[src/rtl/esm_pkg.sv]
// -----------------------------------------------------------------------------
// esm_pkg
// Shared types and constants for the ESM blocks.
//   esm_state_e  : switch controller FSM states
//   LFSR_W       : LFSR width
//   LFSR_TAPS    : tap mask for a right-shifting Fibonacci LFSR, taps 16,14,13,11
//                  (state bits 0,2,3,5 feed the new MSB)
//   DEFAULT_SEED : default LFSR reset value
// -----------------------------------------------------------------------------
package esm_pkg;

    // ST_HOLD is only reachable when the ESM_DWELL_EN build option is on.
    typedef enum logic [1:0] {
        ST_IDLE   = 2'd0,
        ST_SETTLE = 2'd1,
        ST_SELECT = 2'd2,
        ST_HOLD   = 2'd3
    } esm_state_e;

    localparam int          LFSR_W       = 16;
    localparam logic [15:0] LFSR_TAPS    = 16'h002D;
    localparam logic [15:0] DEFAULT_SEED = 16'hACE1;

endpackage

[src/rtl/esm_lfsr.sv]
// -----------------------------------------------------------------------------
// esm_lfsr
// Free-running 16-bit Fibonacci LFSR (taps 16,14,13,11), advancing every cycle.
// A zero SEED is replaced by 16'h0001 so the register can never lock at zero.
// Parameters:
//   SEED  : reset value
//   OUT_W : number of low state bits presented on rnd
// Ports:
//   clk  in  : clock, rising edge
//   rst  in  : asynchronous active-high reset
//   rnd  out : low OUT_W bits of the LFSR state (registered)
// -----------------------------------------------------------------------------
module esm_lfsr
    import esm_pkg::*;
#(
    parameter logic [15:0] SEED  = DEFAULT_SEED,
    parameter int          OUT_W = 4
) (
    input  logic             clk,
    input  logic             rst,
    output logic [OUT_W-1:0] rnd
);

    localparam logic [LFSR_W-1:0] SEED_EFF = (SEED == '0) ? 16'h0001 : SEED;

    logic [LFSR_W-1:0] lfsr_q, lfsr_d;

    always_comb begin
        lfsr_d = {^(lfsr_q & LFSR_TAPS), lfsr_q[LFSR_W-1:1]};
    end

    always_ff @(posedge clk or posedge rst) begin
        if (rst) lfsr_q <= SEED_EFF;
        else     lfsr_q <= lfsr_d;
    end

    assign rnd = lfsr_q[OUT_W-1:0];

endmodule

[src/rtl/esm_switch_controller.sv]
// -----------------------------------------------------------------------------
// esm_switch_controller
// Sequencer for the ESM mapping table: holds the current buffer index and its
// two-deep history, supplies the random selector, and runs the req/ack
// handshake that commits a new buffer index (IDLE -> SETTLE -> SELECT).
// Build option: ESM_DWELL_EN adds a HOLD state of DWELL cycles after a commit.
// Parameters: bs (buffer count, power of two >= 4), SEED, DWELL (1..255).
// Ports:
//   clk, rst                       : clock, async active-high reset
//   req                            : switch request (level, sampled in IDLE)
//   next_buffer_index, valid_count : candidate and its validity from the table
//   buffer_index                   : current buffer
//   buffer_index_synchronizer_1/2  : previous / second-previous buffer_index
//   random_number                  : low bits of the LFSR
//   proceed                        : commit strobe to the table
//   ack, no_candidate              : completion strobe and its refusal flag
//   busy                           : FSM not in IDLE
// -----------------------------------------------------------------------------
module esm_switch_controller
    import esm_pkg::*;
#(
    parameter int          bs    = 16,
    parameter logic [15:0] SEED  = DEFAULT_SEED,
    parameter int          DWELL = 8
) (
    input  logic                   clk,
    input  logic                   rst,
    input  logic                   req,
    input  logic [$clog2(bs)-1:0]  next_buffer_index,
    input  logic                   valid_count,
    output logic [$clog2(bs)-1:0]  buffer_index,
    output logic [$clog2(bs)-1:0]  buffer_index_synchronizer_1,
    output logic [$clog2(bs)-1:0]  buffer_index_synchronizer_2,
    output logic [$clog2(bs)-1:0]  random_number,
    output logic                   proceed,
    output logic                   ack,
    output logic                   no_candidate,
    output logic                   busy
);

    localparam int BS_BITS = $clog2(bs);

    if (bs < 4 || (bs & (bs - 1)) != 0 || DWELL < 1 || DWELL > 255) begin : g_param_check
        $error("esm_switch_controller: bs must be a power of two >= 4, DWELL in 1..255");
    end

    esm_state_e         state_q, state_d;
    logic [BS_BITS-1:0] buf_idx_q, buf_idx_d;
    logic [BS_BITS-1:0] sync1_q, sync1_d;
    logic [BS_BITS-1:0] sync2_q, sync2_d;
`ifdef ESM_DWELL_EN
    logic [7:0]         dwell_cnt_q, dwell_cnt_d;
`endif

    esm_lfsr #(
        .SEED  (SEED),
        .OUT_W (BS_BITS)
    ) u_lfsr (
        .clk (clk),
        .rst (rst),
        .rnd (random_number)
    );

    always_comb begin
        state_d      = state_q;
        buf_idx_d    = buf_idx_q;
        sync1_d      = sync1_q;
        sync2_d      = sync2_q;
        proceed      = 1'b0;
        ack          = 1'b0;
        no_candidate = 1'b0;
`ifdef ESM_DWELL_EN
        dwell_cnt_d  = dwell_cnt_q;
`endif
        case (state_q)
            ST_IDLE:   if (req) state_d = ST_SETTLE;
            // One cycle for the mapping table to register against the
            // current exclusion set before we look at its candidate.
            ST_SETTLE: state_d = ST_SELECT;
            ST_SELECT: begin
                ack     = 1'b1;
                state_d = ST_IDLE;
                if (valid_count) begin
                    // All three indices move together so the exclusion set
                    // never shows a partial update.
                    proceed   = 1'b1;
                    buf_idx_d = next_buffer_index;
                    sync1_d   = buf_idx_q;
                    sync2_d   = sync1_q;
`ifdef ESM_DWELL_EN
                    state_d     = ST_HOLD;
                    dwell_cnt_d = 8'(DWELL - 1);
`endif
                end else begin
                    no_candidate = 1'b1;
                end
            end
`ifdef ESM_DWELL_EN
            ST_HOLD: begin
                if (dwell_cnt_q == 8'd0) state_d = ST_IDLE;
                else                     dwell_cnt_d = dwell_cnt_q - 8'd1;
            end
`endif
            default:   state_d = ST_IDLE;
        endcase
    end

    always_ff @(posedge clk or posedge rst) begin
        if (rst) begin
            state_q   <= ST_IDLE;
            buf_idx_q <= '0;
            sync1_q   <= '0;
            sync2_q   <= '0;
        end else begin
            state_q   <= state_d;
            buf_idx_q <= buf_idx_d;
            sync1_q   <= sync1_d;
            sync2_q   <= sync2_d;
        end
    end

`ifdef ESM_DWELL_EN
    always_ff @(posedge clk or posedge rst) begin
        if (rst) dwell_cnt_q <= 8'd0;
        else     dwell_cnt_q <= dwell_cnt_d;
    end
`endif

    assign buffer_index                = buf_idx_q;
    assign buffer_index_synchronizer_1 = sync1_q;
    assign buffer_index_synchronizer_2 = sync2_q;
    assign busy                        = (state_q != ST_IDLE);

endmodule

[config.mk]
export PLATFORM = sky130hd
export DESIGN_NAME = esm_switch_controller
export DESIGN_NICKNAME = d
export VERILOG_FILES = /design/src/rtl/esm_pkg.sv /design/src/rtl/esm_lfsr.sv /design/src/rtl/esm_switch_controller.sv
export SDC_FILE = /design/constraint.sdc
export NUM_CORES = 1
export LEC_CHECK = 0
export CORE_UTILIZATION = 49
export CTS_CLUSTER_DIAMETER = 80
export DETAILED_ROUTE_END_ITERATION = 8
export PLACE_DENSITY = 0.81
export SLEW_MARGIN = 20
export SYNTH_ARGS = -nofsm -noshare
export SYNTH_HDL_FRONTEND = slang
export SYNTH_SLANG_ARGS = --single-unit
[constraint.sdc]
create_clock -name clk -period 3.6 [get_ports clk]
set_clock_uncertainty 0.1 [all_clocks]
set_input_delay 0.72 -clock clk [delete_from_list [all_inputs] [get_ports clk]]
set_output_delay 0.72 -clock clk [all_outputs]
set_load 0.02 [all_outputs]
==> reports/metrics.cfg <==
[logic_synthesis]
synth_edf_count = 0
ys_async_sr_fraction = 1.00
synth.distinct_cells = 14
avgSynthCellArea_sq_um = 18.1
ys_warn_count = 0
ys_ff_latch = 30
netlist_area_sq_mm = 0.00105
syn_nets = 66
synth_top_area_cell = dfrtp_1
synthTopCellsByArea = dfrtp_1 (52%), dfstp_2 (20%), mux2_4 (13%)
ys_seq_area_frac = 0.724
syn_inst = 58
synth_top_area_share = 0.524
synthFlopType = dfrtp_1
synth.most_common_cell = dfrtp_1
netlist_top_cells_count = dfrtp_1 (22), mux2_4 (9), dfstp_2 (8)

[drt]
totalWireLength_um = 1580
drt-initial-drc-count = 0
vias = 525
drt-wirelength-per-cell_um = 13.6
drtAntennaViolNets = 0
first_pass_iters = 1
viasPerCell = 4.53
drc = 0

[critical_path]
crit_type = input pin to primary output
critPathMaxStageDelay_ps = 600
cp.required_ps = 2780
cp_common_cell = clkdlybuf4s50_1
crit_path_cell_trace = clkdlybuf4s50_1 -> nand3b_4 -> inv_1 -> clkdlybuf4s50_1
worst-path-max-fanout = 13
cp_data_arrival_time_ps = 2190
critPathBufInv = 3
cp-end-kind = primary output
r2r_slack_ps = 2320
slowest_stage = clkdlybuf4s50_1
startpoint_type = input pin
crit_family = buffers and inverters

[grt]
antenna_found_initial = 0
gr-total-overflow = 0
grt_pass1_vias = 554
grt_pass1_wl_um = 2700
track_usage = 0.165
grt_max_degree = 31

[cts]
clock-sinks = 30
cts_resized = 0
post-cts-setup-buffers = 0
cts_tree = done
clock_latency_ps = 320
clk_path_buf_depth = 2
cts_buffers = 5
clk_pin_slew_worst_paths_ps = 80
postCtsHoldBufs = 0
htreeDepth = 2
root_buffer = clkbuf_4

[floorplanning]
die_x_um = 48.3
die_area_sq_mm = 0.00233
rows = 16
io_pins = 28
start_util = 0.530
core-area_sq_mm = 0.00198
dieHeight_um = 48.3

[power_and_ir_drop]
pwr-share-seq = 0.453
clockPowerShare = 0.199
p_int_w = 0.000704
p_leak_nw = 0.667
combPwrFrac = 0.348
p_sw_frac = 0.301
power.total_w = 0.00101
vdd_drop_max_mv = 0.456
power.net_switching_w = 0.000303
p_per_area_mw_per_mm2 = 730

[layout]
nets = 96
stdcell_area_sq_mm = 0.00138
diodes = 0
area_growth_syn_to_layout_pct = 31.4
fillers = 133
fin_cells = 116
drive_above_1_share = 0.337

[timing]
hold_violations = 0
period_share = 0.837
fmax_ghz = 0.332
tightest_slew_ps = 577
timing.hold.ws_ps = 254
rsz0062_at_grt = false
setup_viol = 0
fin_crit_ps = 3010
slew_headroom = 0.615
tns_ps = 0
slew_viol_final = 0

[place]
numPortBuffers = 27
placement.cell_area_sq_mm = 0.00132
gp_congestion = 0.686
dp_hpwl_um = 1010
dp_cells = 108

[run_status]
status = complete, no violations

[flow_run]
cap_violations = 0

[worst_hold_path]
hold_class = flop to flop

==> final timing paths <==
check                                           startpoint                                    endpoint  cells past startpoint
worst min-delay path            u_lfsr.lfsr_q[9]$_DFF_PP0_                  u_lfsr.lfsr_q[8]$_DFF_PP0_                      0
max in group asynchronous                              rst                 u_lfsr.lfsr_q[11]$_DFF_PP1_                      2
worst min register to register  u_lfsr.lfsr_q[9]$_DFF_PP0_                  u_lfsr.lfsr_q[8]$_DFF_PP0_                      0
worst max-delay path                           valid_count                                     proceed                      4
min in group asynchronous                              rst  buffer_index_synchronizer_2[0]$_DFFE_PP0P_                      2
worst max register to register      state_q[0]$_DFFE_PP0P_  buffer_index_synchronizer_1[2]$_DFFE_PP0P_                      2
==> power groups by stage <==
stage               combinational (W)  clock, W  sequential (W)
floorplan                    0.000113         0        0.000533
global placement             0.000349         0        0.000457
detailed placement           0.000353         0        0.000460
CTS                          0.000355  0.000208        0.000456
global route                 0.000369  0.000226        0.000465
finish                       0.000351  0.000200        0.000457
==> state kept, by name, summed over array words and instances (netlist names) <==
register	count
state_q	2
u_lfsr.lfsr_q	16
buffer_index_synchronizer_1	4
buffer_index	4
buffer_index_synchronizer_2	4
==> through the flow <==
step	setup slack, ps	util
after global placement	593	0.667
after floorplan	1620	-
after CTS	577	0.697
after global routing	528	0.697
final	586	0.697
after detailed placement	595	0.667
==> kinds of logic (layout without fill, tap and decap cells) <==
kind of cell	after synthesis	count (layout)	share of synthesized area
DFF	30	30	0.724
muxes	12	12	0.161
buffers and inverters	7	38	0.0429
and+or+nand+nor	6	6	0.0476
xor gates and xnor gates	3	3	0.0250
==> worst register-to-register path, delay by kind of cell (launching register included) <==
kind             cells  cell delay (ps)
DFF                  1              410
muxes                1              370
and+or+nand+nor      1              300
==> routing by layer <==
layer,vias up,track usage,wire length (um)
met3,4,0.0943,143
met5,-,0,0
met2,25,0.228,689
met1,254,0.206,713
met4,0,0.0882,37
li1,242,-,-
==> placed cells by master, fill, tap and decap left out, types with 2 or more instances in the layout <==
cell type,n
mux2_4,9
inv_1,2
nor2b_1,2
clkdlybuf4s50_1,27
dfstp_2,8
mux2_2,3
clkbuf_4,5
dfrtp_1,22
xnor2_1,2
==> cell type report <==
class	count	area [sq um]	share of cell area
tap	27	33.8	0.0245
multi-input combinational	21	245	0.178
sequential	30	761	0.551
clock inverter	1	5.00	0.00362
clock buffer	7	55.1	0.0399
timing repair buffer	27	270	0.196
inverter	3	11.3	0.00815
No activity file was read; power rests on OpenSTA's default activity.
==> variant 1, RTL diff (same flow settings) <==
Encoding of `esm_state_e`: now one-hot (4 bits for 4 states).
--- a/src/rtl/esm_pkg.sv
+++ b/src/rtl/esm_pkg.sv
@@ -11,9 +11,9 @@
 
     // ST_HOLD is only reachable when the ESM_DWELL_EN build option is on.
-    typedef enum logic [1:0] {
-        ST_IDLE   = 2'd0,
-        ST_SETTLE = 2'd1,
-        ST_SELECT = 2'd2,
-        ST_HOLD   = 2'd3
+    typedef enum logic [3:0] {
+        ST_IDLE   = 4'b0001,
+        ST_SETTLE = 4'b0010,
+        ST_SELECT = 4'b0100,
+        ST_HOLD   = 4'b1000
     } esm_state_e;
 
Function: same outputs for any inputs over 10 cycles, from zero or initial values and one cycle with rst high; not proved beyond that.
==> variant 1 against the original RTL <==
  * Count of clock-buffer cells in the layout did not move
  * Setup slack better by 0.14 ns
  * Global-route usage is 0.88 points lower
  * Routed wire length shrank 0.88%
  * Hold slack about the same
  * Largest power group unchanged
  * Total power is 11% lower
  * Sequential share of layout area up 0.39 points
  * Final area increased by 2.7%
  * Sequential cell count grew 1
  * Synthesized area is 4.6% higher
==> variant 1: results (changes against the original RTL) <==
INFO  metric run_status = completed
INFO  metric synth-async-reset-ratio = 100% (unchanged)
INFO  metric seq_power_share = 50.3% (+5.0 points)
INFO  metric vdd_ir_drop_max = 0.458 mV (+0.31%)
INFO  metric cts_num_sinks = 31 (+3.3%)
INFO  metric use_met2 = 21.7% (-1.1 points)
INFO  metric ff2ff_setup_slack = 2.05 ns (-0.27 ns)
INFO  metric worst_reg_to_reg_path_cell_count = 3 (+1)
INFO  metric p_int = 638 uW (-9.5%)
INFO  metric grt_start_max_net_pins = 32 (+3.2%)
INFO  metric cp_max_fo = 2 (-11)
INFO  metric number_of_buffers_outside_the_clock_class_in_the_layout = 28 (+3.7%)
INFO  metric post_synth_num_cell_types = 17 (+3)
INFO  metric final_layout_size_suffix_gt1_share = 32.3% (-1.4 points)
INFO  metric vias_in_the_first_global_route = 640 (+16%)
INFO  metric syn-num-nets = 69 (+4.5%)
INFO  metric largest_register_ffs = 16 (unchanged)
INFO  metric synth.cells.most_frequent = dfrtp_1 (22), dfstp_2 (9), mux2_4 (9), buf_4 (3), mux2_2 (3)
INFO  metric finalNetCount = 100 (+4.2%)
INFO  metric fillerInstances = 158 (+19%)
INFO  metric multi_input_area = 263 um2 (+7.1%)
INFO  metric timing.critical_path.arrival = 2.05 ns (-0.14 ns)
INFO  metric net-switching-power = 257 uW (-15%)
INFO  metric detailedRoute.firstPassIterationCount = 2 (+1)
INFO  metric fraction_of_cell_area_in_non_clock_buffers = 19.6% (about the same)
INFO  metric worst_pin_slew = 0.587 ns (+0.00962 ns)
INFO  metric drt_iter0_markers = 5 (+5)
INFO  metric post_drt_via_cell_ratio = 4.78 (+5.5%)
INFO  metric grt.total_usage = 15.7% (-0.88 points)
INFO  metric inverters_excl_clock = 2 (-1)
INFO  metric wl_met1 = 755 um (+5.9%)
INFO  metric comb_power_share = 30.1% (-4.7 points)
INFO  metric route.detailed.wl_per_inst = 13.1 um (-4.2%)
INFO  metric finalWeightedCongestion = 0.652 (-4.9%)
INFO  metric fraction_of_area_in_clock_buffers_and_inverters = 3.53% (-0.82 points)
INFO  metric met3_wire_length = 98 um (-31%)
INFO  metric synthTopCellsByArea = dfrtp_1 (50%), dfstp_2 (22%), mux2_4 (12%)
INFO  metric clock_latency_of_the_later_clocked_register_in_the_worst_skew_pair = 0.30 ns (-0.02 ns)
INFO  metric ys_seq_area_share = 71.6% (-0.82 points)
INFO  metric n_multi_input_combinational_cell = 24 (+14%)
INFO  metric area.share.sequential = 55.5% (+0.39 points)
INFO  metric rr_endpoint = buffer_index_synchronizer_2[1]$_DFFE_PP0P_
INFO  metric layout.clock_buffers = 7 (unchanged)
INFO  metric critical_path.reg2reg.startpoint = state_q[1]$_DFFE_PP0P_
INFO  metric global_route.usage.met1 = 20.8% (+0.15 points)
INFO  metric leakage = 0.649 nW (-2.7%)
INFO  metric detailed_place_hpwl = 1090 um (+7.6%)
INFO  metric met2_length = 692 um (+0.44%)
INFO  metric grt_pass1_wl = 2710 um (+0.52%)
-- variant 1: metrics by stage --
stage          cells  utilization, %  hold WS [ns]  cell area [um2]  setup slack [ns]
2_1_floorplan     61               -         0.231             1100              1.39
3_3_place_gp     112            67.0         0.236             1370             0.725
3_5_place_dp     112            67.0         0.237             1370             0.733
4_1_cts          120            69.5         0.258             1420             0.726
5_1_grt          120            69.5         0.262             1420             0.699
6_report         120            69.5         0.254             1420             0.731
-- variant 1: cells by family after synthesis --
| group | count (synthesis) | share of synthesized area [%] |
|---|---|---|
| xor gates and xnor gates | 3 | 2.39 |
| muxes | 12 | 15.4 |
| buffers and inverters | 6 | 4.55 |
| and+or+nand+nor | 8 | 5.46 |
| AOI/OAI and AO/OA | 1 | 0.683 |
| DFF | 31 | 71.6 |
-- variant 1: how the worst min path moves through the flow --
stage,start,to,slack [ns],cells after the start
after floorplan,u_lfsr.lfsr_q[4]$_DFF_PP0_,u_lfsr.lfsr_q[3]$_DFF_PP0_,0.23,0
after global placement,u_lfsr.lfsr_q[4]$_DFF_PP0_,u_lfsr.lfsr_q[3]$_DFF_PP0_,0.24,0
after global routing,u_lfsr.lfsr_q[9]$_DFF_PP0_,u_lfsr.lfsr_q[8]$_DFF_PP0_,0.26,0
final,u_lfsr.lfsr_q[9]$_DFF_PP0_,u_lfsr.lfsr_q[8]$_DFF_PP0_,0.25,0
after CTS,u_lfsr.lfsr_q[9]$_DFF_PP0_,u_lfsr.lfsr_q[8]$_DFF_PP0_,0.26,0
after detailed placement,u_lfsr.lfsr_q[9]$_DFF_PP0_,u_lfsr.lfsr_q[8]$_DFF_PP0_,0.24,0
==> variant 2, RTL diff (config.mk and constraints unchanged) <==
Without the edit above. Set the package constant `LFSR_W` to 24 (it was 16).
--- a/src/rtl/esm_pkg.sv
+++ b/src/rtl/esm_pkg.sv
@@ -18,5 +18,5 @@
     } esm_state_e;
 
-    localparam int          LFSR_W       = 16;
+    localparam int          LFSR_W       = 24;
     localparam logic [15:0] LFSR_TAPS    = 16'h002D;
     localparam logic [15:0] DEFAULT_SEED = 16'hACE1;
Function: same outputs for any inputs over 10 cycles, from zero or initial values and one cycle with rst high; that may be too few to reach the edited logic, so the function may still have changed.
==> variant 2 against the original RTL <==
  * Routed wire length is 28% higher
  * Total power rose by 11%
  * Sequential cell count rose by 8
  * Final area rose by 15%
  * Die area up 18%
  * Hold slack improved by 0.0039 ns
  * Setup slack worse by 0.013 ns
  * Largest power group unchanged
  * Synthesized area is 19% higher
  * Critical path depth unchanged
  * Sequential share of layout area up 5.4 points
  * Register-to-register slack worse by 0.02 ns
==> variant 2: results (changes against the original RTL) <==
INFO  metric num_vias = 582 (+11%)
INFO  metric post_drt_via_cell_ratio = 4.62 (+2.1%)
INFO  metric cp_max_fo = 13 (unchanged)
INFO  metric drt_iter0_markers = 5 (+5)
INFO  metric cts_setup_buffers = 0 (unchanged)
INFO  metric cts_root_buf = clkbuf_4
INFO  metric synth-async-reset-ratio = 100% (unchanged)
INFO  metric insertedDiodeCount = 0 (unchanged)
INFO  metric syn_inst = 66 (+14%)
INFO  metric vdd_ir_drop_max = 0.482 mV (+5.5%)
INFO  metric route.detailed.wl_per_inst = 16.1 um (+18%)
INFO  metric portBuffers = 27 (unchanged)
INFO  metric timing.hold.worst.start = u_lfsr.lfsr_q[21]$_DFF_PP0_
INFO  metric fillerInstances = 165 (+24%)
INFO  metric syn-num-nets = 74 (+12%)
INFO  metric run_status = completed
INFO  metric slew-limit-headroom = 41.7% (-20 points)
INFO  metric synth_top_flop_cell = dfrtp_1
INFO  metric max_flop_register = u_lfsr.lfsr_q
INFO  metric cts_htree_levels = 2 (unchanged)
INFO  metric ys_seq_area_share = 76.8% (+4.4 points)
INFO  metric synthTopCellsByArea = dfrtp_1 (60%), dfstp_2 (17%), mux2_4 (11%)
INFO  metric grt.total_usage = 18.0% (+1.5 points)
INFO  metric critPathLaunch = valid_count
INFO  metric synth.cells.most_frequent = dfrtp_1 (30), mux2_4 (9), dfstp_2 (8)
INFO  metric detailed_place_hpwl = 1370 um (+36%)
INFO  metric post_synth_num_cell_types = 14 (unchanged)
INFO  metric final_layout_size_suffix_gt1_share = 29.6% (-4.1 points)
INFO  metric antenna_found_initial = 0 (unchanged)
INFO  metric ff2ff_setup_slack = 2.30 ns (-0.02 ns)
INFO  metric cts_resized = 0 (unchanged)
INFO  metric numCtsBuffers = 5 (unchanged)
INFO  metric detailedRoute.firstPassIterationCount = 4 (+3)
INFO  metric finalWeightedCongestion = 0.654 (-4.6%)
INFO  metric clock_input_transition_at_the_sequential_cells_of_the_worst_setup_and_hold_paths = 0.10 ns (+0.02 ns)
INFO  metric layout_setup_ws = 0.573 ns (-0.0132 ns)
INFO  metric cts_max_path_buffers = 2 (unchanged)
INFO  metric yosys_warnings = 0 (unchanged)
INFO  metric critical_path.reg2reg.startpoint = state_q[0]$_DFFE_PP0P_
INFO  metric leakage = 0.781 nW (+17%)
INFO  metric place_ws = 0.550 ns (-0.0445 ns)
INFO  metric dpl_cells = 118 (+9.3%)
INFO  metric worstHoldPathType = reg -> reg
INFO  metric vias_in_the_first_global_route = 588 (+6.1%)
INFO  metric largest_register_ffs = 24 (+8)
INFO  metric grt_pass1_wl = 3110 um (+15%)
INFO  metric grt_start_max_net_pins = 26 (-16%)
INFO  metric clock_latency_of_the_later_clocked_register_in_the_worst_skew_pair = 0.34 ns (+0.02 ns)
INFO  metric finalNetCount = 105 (+9.4%)
[variant 2: cell types whose count changed in the layout (fill, tap and decap cells not counted), sizes merged]
| cell | before | now |
|---|---|---|
| dfrtp | 22 | 30 |
| clkbuf | 7 | 8 |
| buf | 0 | 1 |
| clkinv | 1 | 0 |
[variant 2: through the flow]
step,area (um2),hold WS [ns]
after floorplan,1250,0.231
after global placement,1530,0.236
after detailed placement,1530,0.239
after CTS,1590,0.261
after global routing,1590,0.270
final,1590,0.258
[variant 2: final cells by class]
class | count | area, um2 | share of cell area, %
tap | 28 | 35.0 | 2.20
clock buffer | 8 | 58.8 | 3.70
timing repair buffer | 28 | 278 | 17.5
sequential | 38 | 961 | 60.5
inverter | 3 | 11.3 | 0.709
multi-input combinational | 21 | 245 | 15.4
[variant 2: final timing paths]
kind,depth (start not counted),endpoint
worst min-delay path,0,u_lfsr.lfsr_q[20]$_DFF_PP0_
max in group asynchronous,3,state_q[1]$_DFFE_PP0P_
worst max register to register,2,buffer_index_synchronizer_2[3]$_DFFE_PP0P_
worst min register to register,0,u_lfsr.lfsr_q[20]$_DFF_PP0_
worst max-delay path,4,proceed
min in group asynchronous,2,u_lfsr.lfsr_q[18]$_DFF_PP0_
[variant 2: metal layers]
layer / track usage (%) / part of all wire [%] / up-vias
li1: - / - / 268
met1: 22.4 / 45 / 291
met2: 26.6 / 48 / 17
met3: 7.83 / 4.8 / 6
met4: 9.21 / 2.5 / 0
met5: 0 / 0 / -
[variant 2: critical path, cell delays in order]
cell and delay [ns]:
clkdlybuf4s50_1 0.54, nand3b_4 0.23, inv_1 0.11, clkdlybuf4s50_1 0.60
[variant 2: cell families (layout without fill, tap and decap cells)]
logic type | count (synthesis) | after routing | share of synthesized area, %
multiplexers | 12 | 12 | 13.5
buffers and inverters | 7 | 39 | 3.60
AND/OR/NAND/NOR | 6 | 6 | 4.00
flip-flops | 38 | 38 | 76.8
XOR/XNOR | 3 | 3 | 2.10
[variant 2: power by group]
group / internal, mW / switching, mW / total [mW] / leakage, nW
clock: 0.0964 / 0.125 / 0.221 / 0.0326
sequential: 0.495 / 0.0508 / 0.545 / 0.477
combinational: 0.207 / 0.149 / 0.357 / 0.272
total: 0.798 / 0.325 / 1.12 / 0.781
